**config.mk**
```make
export PLATFORM = sky130hd
export DESIGN_NAME = fetch_unit
export DESIGN_NICKNAME = d
export VERILOG_FILES = /design/src/rtl/fetch_unit.sv
export SDC_FILE = /design/constraint.sdc
export NUM_CORES = 1
export LEC_CHECK = 0
export ABC_AREA = 1
export BUFFER_PORTS_ARGS = -buffer_cell sky130_fd_sc_hd__buf_2
export CAP_MARGIN = 20
export CORE_MARGIN = 2
export CORE_UTILIZATION = 59
export DETAILED_ROUTE_END_ITERATION = 7
export MAX_ROUTING_LAYER = met4
export PLACE_DENSITY = 0.91
export SLEW_MARGIN = 20
export SYNTH_ARGS = -nofsm -noshare
export SYNTH_HDL_FRONTEND = slang
export SYNTH_SLANG_ARGS = --single-unit
```
**constraint.sdc**
```tcl
create_clock -name clk -period 6.7 [get_ports clk]
set_input_delay 0.335 -clock clk [delete_from_list [all_inputs] [get_ports clk]]
set_output_delay 0.335 -clock clk [all_outputs]
set_load 0.1 [all_outputs]
```
**src/rtl/fetch_unit.sv**
```systemverilog
// fetch_unit -- instruction fetch stage feeding the decoder.
//
// Holds the fetch PC and issues at most one read per cycle to a synchronous
// instruction memory (1-cycle latency). Returned words are tagged with their
// PC and queued in a small circular output buffer that the decoder drains
// over a valid/ready handshake. A redirect flushes the buffer, discards any
// response arriving in the same cycle and restarts fetch at the new target.
//
// Ports:
//   clk, reset                 clock, asynchronous active-high reset
//   o_imem_en / o_imem_addr    memory read request (word address)
//   i_imem_rdata               read data, valid the cycle after o_imem_en
//   i_redirect / i_redirect_pc 1-cycle restart request and its target
//   o_instruction / o_pc       buffer head towards the decoder
//   o_valid / i_ready          decoder handshake (pop = o_valid & i_ready)
//
// Optional feature (macro FETCH_PERF_EN):
//   o_perf_fetched  saturating count of pops
//   o_perf_stall    saturating count of cycles with o_valid & !i_ready
module fetch_unit #(
   parameter int unsigned     PC_W      = 9,
   parameter int unsigned     INSTR_W   = 32,
   parameter logic [PC_W-1:0] RESET_PC  = '0,
   parameter int unsigned     BUF_DEPTH = 2
) (
   input  logic               clk,
   input  logic               reset,
   output logic               o_imem_en,
   output logic [PC_W-3:0]    o_imem_addr,
   input  logic [INSTR_W-1:0] i_imem_rdata,
   input  logic               i_redirect,
   input  logic [PC_W-1:0]    i_redirect_pc,
   output logic [INSTR_W-1:0] o_instruction,
   output logic [PC_W-1:0]    o_pc,
   output logic               o_valid,
   input  logic               i_ready
`ifdef FETCH_PERF_EN
   ,
   output logic [31:0]        o_perf_fetched,
   output logic [31:0]        o_perf_stall
`endif
);

   localparam int unsigned PTR_W = (BUF_DEPTH > 1) ? $clog2(BUF_DEPTH) : 1;
   localparam int unsigned CNT_W = $clog2(BUF_DEPTH + 1);

   logic [PC_W-1:0]    pc_q, pc_d;
   logic               rsp_v_q;
   logic [PC_W-1:0]    rsp_pc_q;
   logic [CNT_W-1:0]   count_q, count_d;
   logic [PTR_W-1:0]   rd_ptr_q, rd_ptr_d;
   logic [PTR_W-1:0]   wr_ptr_q, wr_ptr_d;
   logic [INSTR_W-1:0] buf_instr_q [BUF_DEPTH];
   logic [PC_W-1:0]    buf_pc_q    [BUF_DEPTH];

   logic [PC_W-1:0]    fetch_pc;
   logic               pop;
   logic               push;
   logic               issue;
   logic [CNT_W:0]     occ;

   function automatic logic [PTR_W-1:0] ptr_inc(input logic [PTR_W-1:0] p);
      return (p == PTR_W'(BUF_DEPTH - 1)) ? '0 : p + 1'b1;
   endfunction

   always_comb begin
      fetch_pc = i_redirect ? i_redirect_pc : pc_q;
      // A redirect hides the head so the decoder never consumes wrong-path work.
      o_valid  = (count_q != '0) && !i_redirect;
      pop      = o_valid && i_ready;
      push     = rsp_v_q && !i_redirect;
      // Occupancy once this cycle's pop and the in-flight response settle;
      // issuing only while it is below depth guarantees the buffer never overflows.
      occ      = {1'b0, count_q} + {{CNT_W{1'b0}}, rsp_v_q} - {{CNT_W{1'b0}}, pop};
      issue    = !reset && (occ < (CNT_W + 1)'(BUF_DEPTH));
      pc_d     = issue ? fetch_pc + PC_W'(4) : fetch_pc;

      count_d  = count_q;
      rd_ptr_d = rd_ptr_q;
      wr_ptr_d = wr_ptr_q;
      if (i_redirect) begin
         count_d  = '0;
         rd_ptr_d = '0;
         wr_ptr_d = '0;
      end else begin
         count_d = count_q + CNT_W'(push) - CNT_W'(pop);
         if (pop)  rd_ptr_d = ptr_inc(rd_ptr_q);
         if (push) wr_ptr_d = ptr_inc(wr_ptr_q);
      end
   end

   assign o_imem_en     = issue;
   assign o_imem_addr   = fetch_pc[PC_W-1:2];
   assign o_instruction = buf_instr_q[rd_ptr_q];
   assign o_pc          = buf_pc_q[rd_ptr_q];

   always_ff @(posedge clk or posedge reset) begin
      if (reset) begin
         pc_q     <= RESET_PC;
         rsp_v_q  <= 1'b0;
         rsp_pc_q <= '0;
         count_q  <= '0;
         rd_ptr_q <= '0;
         wr_ptr_q <= '0;
         for (int unsigned i = 0; i < BUF_DEPTH; i++) begin
            buf_instr_q[i] <= '0;
            buf_pc_q[i]    <= '0;
         end
      end else begin
         pc_q     <= pc_d;
         rsp_v_q  <= issue;
         rsp_pc_q <= fetch_pc;
         count_q  <= count_d;
         rd_ptr_q <= rd_ptr_d;
         wr_ptr_q <= wr_ptr_d;
         if (push) begin
            buf_instr_q[wr_ptr_q] <= i_imem_rdata;
            buf_pc_q[wr_ptr_q]    <= rsp_pc_q;
         end
      end
   end

`ifdef FETCH_PERF_EN
   logic [31:0] perf_fetched_q;
   logic [31:0] perf_stall_q;

   // Counters survive redirects; only reset clears them.
   always_ff @(posedge clk or posedge reset) begin
      if (reset) begin
         perf_fetched_q <= '0;
         perf_stall_q   <= '0;
      end else begin
         if (pop && (perf_fetched_q != '1))
            perf_fetched_q <= perf_fetched_q + 32'd1;
         if (o_valid && !i_ready && (perf_stall_q != '1))
            perf_stall_q <= perf_stall_q + 32'd1;
      end
   end

   assign o_perf_fetched = perf_fetched_q;
   assign o_perf_stall   = perf_stall_q;
`endif

endmodule

```
==> metrics.md <==
| Metric | Value |
|---|---|
| Status | `completed` |
| CTS Buffer Depth | `2` |
| WP data arrival | `roughly 3.2 ns` |
| Critical path data required time | `about 6.4 ns` |
| FILL cells | `580` |
| Cells after Synth | `between 400 and 500` |
| DRC viols | `0` |
| Dpl cells | `635` |
| Initial Util | `60.8%` |
| Final worst-path cycle share | `52.6%` |
| Post-Route Setup TNS | `0 ns` |
| Top-level I/O count | `between 90 and 100` |
| CP startpoint kind | `register` |
| Yosys reg bits | `103` |
| Synth cell types | `25` |
| Max-cap violations | `0` |
| Port buffer count | `94` |
| Final setup violating endpoints | `0` |
| GRT Overall Usage | `22.1%` |
| CORE AREA | `just under 8000 sq um` |
| Die Span Y | `93.3 um` |
| Synth area leader | `dfrtp_1` |
| CTS HTree Levels | `3` |
| First-pass GRT wire length | `14.8 mm` |
| Die Footprint | `8700 sq um` |
| Post-synth top area share | `54.8%` |
| Post-DR wirelength/cell | `14.0 um` |
| Post-synthesis sequential area ratio | `54.8%` |
| Placer congestion estimate | `between 0.7 and 0.8` |
| Clk_skew | `0.0128 ns` |
| Non-Filler Instances | `650` |
| Std-Cell Rows | `32` |
| Mapped Area | `4700 sq um` |
| Post-synthesis average cell area | `10.0 sq um` |
| Final net count | `about 590` |
| CTS clk-pin slew, worst paths | `0.10 ns` |
| Clk sinks | `roughly 100` |
| Synth warnings | `0` |
| Number of vias per cell | `5.16` |
| CTS Hold Buffers Added | `0` |
| Initial antenna violation count | `0` |
| CTS tree | `built` |
| Type of the worst setup path | `reg -> out` |
| Via count | `3351` |
| P&R area growth vs syn | `12.6%` |
| Largest net degree at the start of global routing | `84` |
| Antenna-violating nets left | `0` |
| Root buffer cell | `clkbuf_8` |
| Fin. Hold Viols | `0` |
| Unrepaired setup endpoints after global routing | `false` |
| Clk Latency, worst-skew pair | `0.36 ns` |
| DIE WIDTH | `93.3 um` |
| Ant diodes | `0` |
| Post-CTS Resized | `0` |
| DR pass1 iterations | `5` |
| Hold/Removal Path Class | `in -> async` |
| Share of cells above drive strength 1 | `between 30% and 40%` |
| Least-Margin Pin Slew | `1.08 ns` |
| Total CTS buffers | `9` |
| Grt met1 use | `26.8%` |
| Detailed Route WL | `9.10 mm` |
| Number of global-route vias before repair | `3327` |
| HPWL Detailed | `6.17 mm` |
| Setup Fix Bufs, Post-CTS | `0` |
| Syn nets | `519` |
| Pins over their slew limit | `0` |
| Global routing met3 resource utilization | `around 3.5%` |
| Worst-path fanout max | `8` |
| Largest cells by area after synthesis | `dfrtp_1 55%, mux2_2 9.8%, nand2_1 9.4%` |
| Fin crit period | `3.52 ns` |
| Worst Setup End Kind | `primary output` |
| Post-route cell area | `5290 sq um` |
| Rel. slew slack | `approximately 28%` |
| Global routing usage on met2 | `a little under two fifths` |
| Post-Place Cell Area | `5090 sq um` |
| GRT overflow | `0` |
| Top Usage Layer GRT | `met2` |
| Drt initial violations | `130` |
| Max Freq | `about 280 MHz` |
## final cells by class
| class | count | area (sq um) | share of cell area, % |
|---|---|---|---|
| Sequential cell | 103 | 2580 | 48.7 |
| Multi-Input combinational cell | 280 | 1700 | 32.1 |
| Timing Repair Buffer | 95 | 478 | 9.03 |
| Inverter | 55 | 209 | 3.95 |
| Clock buffer | 10 | 128 | 2.41 |
| Tap cell | 102 | 128 | 2.41 |
| Clock inverter | 5 | 75.1 | 1.42 |
## worst max-delay path, cell delays in order, from the launching register on
cell and delay (ns):
dfrtp_1 0.44, inv_1 0.09, a21oi_1 0.18, nand2_1 0.13, inv_1 0.11, ha_1 0.23
inv_1 0.07, nand2_1 0.07, fa_1 0.49, inv_1 0.04, nor2_1 0.07, nand3_1 0.26
inv_1 0.21, buf_2 0.45
## worst paths after layout
kind	slack [ns]	from	cells past startpoint	end
max	3.18	count_q[1]	13	o_imem_en
min	0.05	reset	2	count_q[1]
max reg2reg	3.91	count_q[1]	15	pc_q[6]
min reg2reg	0.49	buf_instr_q[45]	2	buf_instr_q[45]
max in group asynchronous	5.56	reset	3	rsp_pc_q[7]
min in group clk	0.18	i_redirect_pc[0]	3	rsp_pc_q[0]
## through the flow
stage / hold WS, ns / setup WS (ns) / utilization, %
floorplan: 0.448 / 2.18 / -
global placement: 0.459 / 3.74 / 65.9
detailed placement: 0.465 / 3.52 / 65.9
CTS: 0.0785 / 3.17 / 68.5
global route: 0.124 / 2.96 / 68.5
finish: 0.0534 / 3.18 / 68.5
## cell usage in the layout, fill, tap and decap left out, drive strengths merged
cell type  synthesis  final
a21oi              2      2
a31oi              1      1
buf               25     95
bufinv             0      2
clkbuf             6     10
clkinv             0      3
dfrtp            103    103
fa                 1      1
ha                 4      4
inv               55     55
mux2              41     41
nand2            121    121
nand3              6      6
nand4              1      1
nor2               9      9
o21ai             89     89
or2                2      2
xnor2              2      2
xor2               1      1
## synthesized netlist by cell type
library cell,number
o21ai_0,42
clkbuf_1,6
o21ai_2,31
buf_4,9
a31oi_1,1
a21oi_1,2
nand3_1,5
o21ai_1,16
nand3_4,1
inv_1,54
mux2_2,41
nand4_1,1
fa_1,1
nand2_1,118
nand2_2,3
nor2_2,1
xnor2_1,2
buf_6,8
dfrtp_1,103
xor2_1,1
buf_2,8
nor2_1,8
inv_2,1
ha_1,4
or2_1,2
## metal layers
layer / wire length [um] / vias up / part of all wire, %
met1: 3840 / 1600 / 42
li1: - / 1640 / -
met4: 132 / 0 / 1.5
met3: 458 / 11 / 5.0
met2: 4670 / 100 / 51
met5: 0 / - / 0
## cells by family after synthesis
family                   Yosys count  synth area share (%)
flip-flops                       103                  54.8
XOR/XNOR                           3                 0.559
AO/OA/AOI/OAI                     92                  12.3
AND/OR/NAND/NOR                  139                  11.9
adder cells (fa/ha/maj)            5                  1.49
multiplexers                      41                  9.82
buffers and inverters             86                  9.08
## flip-flops by register name (all words and copies together), names as in the netlist
register     cells
pc_q             7
buf_pc_q        18
buf_instr_q     64
wr_ptr_q         1
rsp_v_q          1
rsp_pc_q         9
count_q          2
rd_ptr_q         1
Power is left out: the tool's default activity adds up to more than one toggle a clock period on the data nets, which glitch-free logic cannot reach.
